[config.mk]
export PLATFORM = sky130hd
export DESIGN_NAME = key_debounce
export DESIGN_NICKNAME = d
export VERILOG_FILES = /design/src/rtl/key_pkg.sv /design/src/rtl/sync_2ff.sv /design/src/rtl/key_debounce.sv
export SDC_FILE = /design/constraint.sdc
export NUM_CORES = 1
export LEC_CHECK = 0
export CAP_MARGIN = 20
export CORE_UTILIZATION = 63
export CTS_CLUSTER_SIZE = 30
export DETAILED_ROUTE_END_ITERATION = 8
export PLACE_DENSITY = 0.82
export RECOVER_POWER = 100
export SYNTH_ARGS = -nofsm -noshare
export SYNTH_HDL_FRONTEND = slang
export SYNTH_HIERARCHICAL = 1
export SYNTH_SLANG_ARGS = --single-unit
[constraint.sdc]
create_clock -name sys_clk -period 3.2 [get_ports sys_clk]
set_input_delay 0.64 -clock sys_clk [delete_from_list [all_inputs] [get_ports sys_clk]]
set_output_delay 0.64 -clock sys_clk [all_outputs]
set_load 0.01 [all_outputs]
[src/rtl/key_pkg.sv]
// key_pkg: shared FSM state type and default debounce constant for key inputs.
package key_pkg;
   typedef enum logic [1:0] {IDLE, PRESS_FILT, PRESSED, REL_FILT} key_fsm_t;
   localparam int KEY_CNT_MAX_20MS = 1_000_000;
endpackage

[src/rtl/sync_2ff.sv]
// sync_2ff: two-flop synchronizer for an asynchronous input, reset to RST_VAL.
module sync_2ff #(
   parameter logic RST_VAL = 1'b0
) (
   input  logic clk,
   input  logic rst,
   input  logic d,
   output logic q
);
   logic meta;
   always_ff @(posedge clk) begin
      if (rst) begin
         meta <= RST_VAL;
         q    <= RST_VAL;
      end else begin
         meta <= d;
         q    <= meta;
      end
   end
endmodule

[src/rtl/key_debounce.sv]
// key_debounce: synchronized, filtered key level with one-cycle press/release pulses.
// Release pulse enabled by KEY_DEBOUNCE_RELEASE_PULSE_EN; otherwise key_release is tied low.
module key_debounce
   import key_pkg::*;
#(
   parameter int   CNT_MAX     = KEY_CNT_MAX_20MS,
   parameter logic PRESS_LEVEL = 1'b1
) (
   input  logic sys_clk,
   input  logic sys_rst,
   input  logic key_in,
   output logic key_state,
   output logic key_press,
   output logic key_release
);
   localparam int CW = $clog2(CNT_MAX);
   localparam logic [CW-1:0] LAST = CW'(CNT_MAX - 1);
   logic key_sync;
   logic pressed;
   key_fsm_t state;
   logic [CW-1:0] cnt;
   sync_2ff #(.RST_VAL(~PRESS_LEVEL)) u_sync (
      .clk (sys_clk),
      .rst (sys_rst),
      .d   (key_in),
      .q   (key_sync)
   );
   assign pressed = (key_sync == PRESS_LEVEL);
`ifndef KEY_DEBOUNCE_RELEASE_PULSE_EN
   assign key_release = 1'b0;
`endif
   always_ff @(posedge sys_clk) begin
      if (sys_rst) begin
         state     <= IDLE;
         cnt       <= '0;
         key_state <= 1'b0;
         key_press <= 1'b0;
`ifdef KEY_DEBOUNCE_RELEASE_PULSE_EN
         key_release <= 1'b0;
`endif
      end else begin
         key_press <= 1'b0;
`ifdef KEY_DEBOUNCE_RELEASE_PULSE_EN
         key_release <= 1'b0;
`endif
         case (state)
            IDLE:
               if (pressed) begin
                  state <= PRESS_FILT;
                  cnt   <= '0;
               end
            PRESS_FILT:
               if (!pressed) begin
                  state <= IDLE;
                  cnt   <= '0;
               end else if (cnt == LAST) begin
                  state     <= PRESSED;
                  key_state <= 1'b1;
                  key_press <= 1'b1;
               end else begin
                  cnt <= cnt + 1'b1;
               end
            PRESSED:
               if (!pressed) begin
                  state <= REL_FILT;
                  cnt   <= '0;
               end
            REL_FILT:
               if (pressed) begin
                  state <= PRESSED;
                  cnt   <= '0;
               end else if (cnt == LAST) begin
                  state     <= IDLE;
                  key_state <= 1'b0;
`ifdef KEY_DEBOUNCE_RELEASE_PULSE_EN
                  key_release <= 1'b1;
`endif
               end else begin
                  cnt <= cnt + 1'b1;
               end
         endcase
      end
   end
endmodule
==> metrics.md, run 1 <==
| Metric | Value |
|---|---|
| Status | `finished, final reports clean` |
| DR iter-0 viols | `32` |
| Width of the die | `50.1 µm` |
| Setup violations, final | `0` |
| Overall Power | `0.521 mW` |
| Final antenna-violating net count | `0` |
| CTS Root Cell | `clkbuf_4` |
| Vias per inst | `6.11` |
| Setup TNS | `0 ns` |
| Largest family of logic cells by synthesized area | `simple AND/OR/NAND/NOR gates` |
| Vias in the first global route | `1065` |
| Syn_area_per_cell | `8.77 µm²` |
| Fraction of registers with async set/reset | `0%` |
| First-pass GRT wire length | `4.67 mm` |
| Worst-margin pin slew | `0.573 ns` |
| Setup Fix Bufs, Post-CTS | `0` |
| Worst setup EP type | `flop` |
| Sequential share of the synthesized area | `35.8%` |
| Worst setup path startpoint | `cnt[0]` |
| Req. time, crit path | `3.43 ns` |
| Top-area cell type share of the netlist area | `35.8%` |
| Max clock buf depth | `2` |
| Relative slew margins | `61.7%` |
| Grt ovf | `0` |
| Synth Area in Simple Gates | `36.1%` |
| IO Count | `6` |
| Placement row count | `17` |
| Max Clock Freq | `469 MHz` |
| Leakage | `0.499 nW` |
| Fraction of layout cells with a size suffix above 1 | `7.78%` |
| Max-slew violation count | `0` |
| Peak VDD IR | `0.200 mV` |
| Primary FF master, synth | `dfxtp_1` |
| Post-synthesis compound-gate area fraction | `12.6%` |
| Worst Path Max Fanout | `8` |
| Mapped Area | `0.00146 mm²` |
| Wirelength, routed | `2.71 mm` |
| WS Path Type | `reg -> reg` |
| Initial antenna violation count | `0` |
| Adder-Cell Fraction of Synth Area | `0.860%` |
| Syn Inst Count | `166` |
| Post-synth EDFFs | `0` |
| Final Wtd Congestion | `0.820` |
| Nets | `172` |
| Hold_buf cts | `0` |
| Drt drc | `0` |
| #FFs+latches synth | `26` |
| Cts repair resizes | `0` |
| Ys Warns | `6` |
| Post-DR wirelength/cell | `13.9 µm` |
| Final Hold Viols | `0` |
| H-Tree Depth | `1` |
| WHS | `0.460 ns` |
| CTS tree | `done` |
| Synth cell types | `52` |
| Die height | `50.1 µm` |
| Die area | `0.00251 mm²` |
| Drt first pass iters | `4` |
| Worst Slack Setup Final | `1.07 ns` |
| Worst Hold Class | `reg -> reg` |
| Place WS | `0.935 ns` |
| Largest area contributor in the netlist | `dfxtp_1` |
| Layout overhead on the synthesized area | `1.46%` |
| CTS buffer count | `3` |
| Sink Count | `26` |
| Pwr dens | `353 mW/mm²` |
| Final HPWL DP | `2.02 mm` |
| RSZ-0062 raised after global routing | `false` |
| # port buffers | `4` |
| CP arrival | `2.36 ns` |
| Synth Area in XOR/XNOR | `8.25%` |
| GRT Overall Usage | `24.7%` |
| Worst hold path startpoint | `u_sync/meta` |
| Syn nets | `170` |
| Worst reg2reg path startpoint | `cnt[0]` |
| Mux cell area share after synthesis | `1.38%` |
| Final Skew | `0.00247 ns` |
| Clk pin slew, worst setup/hold paths | `0.14 ns` |
| Largest net degree at the start of global routing | `18` |
| Total of max-cap violations | `0` |
| Crit start category | `flop` |
| Worst-Skew Late Latency | `0.32 ns` |
| Period utilization | `66.6%` |
| Fin crit period | `2.13 ns` |
| Core area | `0.00219 mm²` |
| Initial Utilization | `66.4%` |
| Vias | `1192` |
| Area contributors post-synth | `dfxtp_1 36%, nor2_1 5.2%, xnor2_1 4.8%` |
| Diodes inserted | `0` |
-- final timing paths --
check | slack, ns | cells after the start | to
max | 1.07 | 6 | cnt[1]
min | 0.46 | 1 | u_sync/q
max reg2reg | 1.07 | 6 | cnt[1]
min reg2reg | 0.46 | 1 | u_sync/q
-- layout by cell type (no fill, tap or decap), types with 2 or more instances in the layout --
cell and count:
a21o_1 3, a21oi_1 9, a221o_1 2, and2_1 3, and3_1 2, clkbuf_4 3, dfxtp_1 26, dlygate4sd3_1 3
inv_1 5, mux2i_1 2, nand2_1 13, nand2b_1 4, nand3_1 13, nand3b_1 2, nand4_1 3, nor2_1 21
nor2b_1 2, nor3_1 4, nor4b_1 3, o21ai_0 5, or3_1 2, xnor2_1 8, xor2_1 2
-- Yosys cell counts, types with 2 or more instances --
master / count
dfxtp_1: 26
nor2_1: 20
nand2_1: 13
nand3_1: 12
a21oi_1: 9
xnor2_1: 8
inv_1: 5
o21ai_0: 5
nand2b_1: 4
nor3_1: 4
a21o_1: 3
and2_1: 3
nand4_1: 3
a221o_1: 2
and3_1: 2
buf_2: 2
buf_4: 2
buf_6: 2
mux2i_1: 2
nand3b_1: 2
nor2b_1: 2
nor4_2: 2
nor4b_2: 2
or3_1: 2
xor2_1: 2
-- cell type report --
type	instances	area, µm²
fillers	190	714
clock buffers	4	36.3
well taps	28	35.0
repair buffers	4	40.0
multi-input cells	128	826
flip-flops and latches	26	520
inverters	5	18.8
-- registers in the layout (all words and copies together) (netlist names), named ones only --
name / cells
u_sync/meta: 1
key_state: 1
state: 1
cnt: 20
u_sync/q: 1
key_press: 1
-- routing by layer --
metal / routed length [µm] / track usage, %
met1: 1290 / 33.2
met2: 1280 / 38.0
met3: 101 / 3.09
met4: 44 / 13.3
met5: 0 / 0
-- kinds of logic (layout without fill, tap and decap cells) --
logic type | after synthesis | after routing
simple gates | 85 | 85
compound gates | 27 | 27
flops | 26 | 26
xor+xnor | 12 | 12
buf+inv | 12 | 13
mux | 2 | 2
fa+ha+maj | 1 | 1
other cells | 1 | 1
-- where the power goes --
group,leakage (nW),internal [mW],switching [mW],total [mW]
clock,0.0210,0.0696,0.0987,0.168
combinational,0.268,0.00933,0.0141,0.0235
sequential,0.210,0.327,0.00305,0.330
-- through the flow --
| stage | utilization [%] | cells | area (µm²) |
|---|---|---|---|
| CTS | 69.2 | 195 | 1520 |
| finish | 67.4 | 195 | 1480 |
| global route | 67.4 | 195 | 1480 |
| detailed placement | 67.5 | 191 | 1480 |
| global placement | 67.5 | 191 | 1480 |
| floorplan | - | 166 | 1460 |
-- worst max-delay path: stages (launching register included) --
cell	delay, ns
dfxtp_1	0.45
ha_1	0.23
and3_1	0.33
nand2_1	0.13
nor2_1	0.46
a21oi_1	0.14
o32ai_1	0.29
Note: power is estimated with default switching activity, not from simulation.
==> inputs of run 2 (changes only) <==
- CORE_UTILIZATION: 63 -> 59
- PLACE_DENSITY: 0.82 -> 0.78
- clock period: 3.2 -> 2.1 ns (I/O delays scaled with it)
==> metrics.md, run 2 (synthesized netlist as in run 1, its figures left out) <==
| Metric | Value |
|---|---|
| R2R depth | `5 (-1)` |
| Drt first pass iters | `4 (unchanged)` |
| FILL cells | `196 (+3.2%)` |
| Wirelength, routed | `2.84 mm (+4.8%)` |
| Diodes inserted | `0 (unchanged)` |
| Final Skew | `0.00707 ns (+0.00459 ns)` |
| Max Clock Freq | `521 MHz (+11%)` |
| First-pass GRT wire length | `4.70 mm (+0.58%)` |
| CP arrival | `2.15 ns (-0.21 ns)` |
| WS Path Type | `reg -> reg` |
| Top reg by flops | `cnt` |
| Vias | `1166 (-2.2%)` |
| RSZ-0062 raised after global routing | `false` |
| Drt drc | `0 (unchanged)` |
| Post-DR wirelength/cell | `14.4 µm (+3.2%)` |
| Max clock buf depth | `2 (unchanged)` |
| Crit start category | `flop` |
| Total of max-cap violations | `0 (unchanged)` |
| Die area | `0.00267 mm² (+6.5%)` |
| # port buffers | `4 (unchanged)` |
| Vias per inst | `5.89 (-3.7%)` |
| Setup TNS | `0 ns (unchanged)` |
| Leakage | `0.494 nW (-0.98%)` |
| Sink Count | `26 (unchanged)` |
| Worst Path Max Fanout | `6 (-2)` |
| Fraction of layout cells with a size suffix above 1 | `10.6% (+2.8 points)` |
| Cts repair resizes | `0 (unchanged)` |
| Initial antenna violation count | `0 (unchanged)` |
| GRT Overall Usage | `23.4% (-1.3 points)` |
| Status | `finished, final reports clean` |
| Hold_buf cts | `0 (unchanged)` |
| Max FFs per register | `20 (unchanged)` |
| Final Hold Viols | `0 (unchanged)` |
| Area of the multi-input gates | `838 µm² (+1.5%)` |
| Setup Fix Bufs, Post-CTS | `0 (unchanged)` |
| Die height | `51.7 µm (+3.2%)` |
| Final HPWL DP | `2.14 mm (+6.0%)` |
| Clk pin slew, worst setup/hold paths | `0.15 ns (about the same)` |
| Req. time, crit path | `2.34 ns (-1.09 ns)` |
| Nets | `175 (+1.7%)` |
| Worst-Skew Late Latency | `0.33 ns (about the same)` |
| Setup violations, final | `0 (unchanged)` |
| Hold Path Stages | `1 (unchanged)` |
| Final antenna-violating net count | `0 (unchanged)` |
| Relative slew margins | `63.5% (+1.8 points)` |
| Width of the die | `51.7 µm (+3.2%)` |
| Vias in the first global route | `1039 (-2.4%)` |
| Period utilization | `91.3% (+25 points)` |
| Max-slew violation count | `0 (unchanged)` |
| CTS Root Cell | `clkbuf_4` |
| Final Wtd Congestion | `0.902 (+10%)` |
| Most common cell after layout, fill and taps aside | `dfxtp_1` |
| Peak VDD IR | `0.383 mV (+91%)` |
| Placement row count | `17 (unchanged)` |
| DR iter-0 viols | `40 (+25%)` |
| Pwr dens | `532 mW/mm² (+51%)` |
| Worst-margin pin slew | `0.543 ns (-0.0297 ns)` |
| Largest net degree at the start of global routing | `15 (-3)` |
| H-Tree Depth | `1 (unchanged)` |
| Worst Hold Class | `reg -> reg` |
| CTS tree | `done` |
| CTS buffer count | `3 (unchanged)` |
| WHS | `0.467 ns (+0.00681 ns)` |
| Initial Utilization | `63.9% (-2.5 points)` |
| IO Count | `6 (unchanged)` |
| Most frequent cells in the layout | `26 x dfxtp_1, 20 x nor2_1, 13 x nand2_1, 13 x nand3_1, 9 x a21oi_1` |
| Layout overhead on the synthesized area | `3.35%` |
| Grt ovf | `0 (unchanged)` |
| Core area | `0.00228 mm² (+3.9%)` |
| Fin crit period | `1.92 ns (-0.213 ns)` |
| Worst setup EP type | `flop` |
| Register area | `520 µm² (unchanged)` |
## run 2: final cells by class
cell class	count	share of cell area, %
clock buffers	4	2.41
inverters	5	1.25
multi-input cells	128	55.7
flip-flops and latches	26	34.6
well taps	28	2.33
repair buffers	7	3.66
## run 2: metal layers
metal | vias up | GRT usage, % | share of wire, %
met5 | - | 0 | 0
met4 | 0 | 9.01 | 1.3
met3 | 8 | 2.63 | 2.8
met2 | 27 | 34.4 | 44
met1 | 532 | 34.6 | 52
li1 | 599 | - | -
## run 2: path summary, 6_finish.rpt
check | end | from | slack, ns
worst min-delay path | u_sync/q | u_sync/meta | 0.47
worst max-delay path | cnt[17] | cnt[8] | 0.18
worst min register to register | u_sync/q | u_sync/meta | 0.47
worst max register to register | cnt[17] | cnt[8] | 0.18
## run 2: report_power, final
part / switching [mW] / internal (mW) / total, mW
clock network: 0.153 / 0.106 / 0.259
logic: 0.0243 / 0.0149 / 0.0392
registers: 0.00467 / 0.498 / 0.502
total: 0.182 / 0.619 / 0.801
## run 2: through the flow
stage	worst slack (ns)	area, µm²	cells	utilization, %	power (mW)
2_1_floorplan	0.516	1460	166	-	0.542
3_3_place_gp	0.354	1500	194	66.0	0.555
3_5_place_dp	0.275	1500	194	66.0	0.555
4_1_cts	0.256	1540	198	67.6	0.808
5_1_grt	0.0527	1500	198	66.1	0.827
6_report	0.182	1500	198	66.1	0.801
## run 2: critical path, stage by stage (launching register included)
cell     delay, ns
dfxtp_1       0.45
nand4_2       0.23
nor4_2        0.59
nand3_1       0.17
mux2i_1       0.14
a221o_1       0.25
==> inputs of run 3 (changes only) <==
- GPL_ROUTABILITY_DRIVEN: not set -> 0
==> results of run 3 <==
Same layout as run 2: the final DEF is identical, and so are final timing and power.
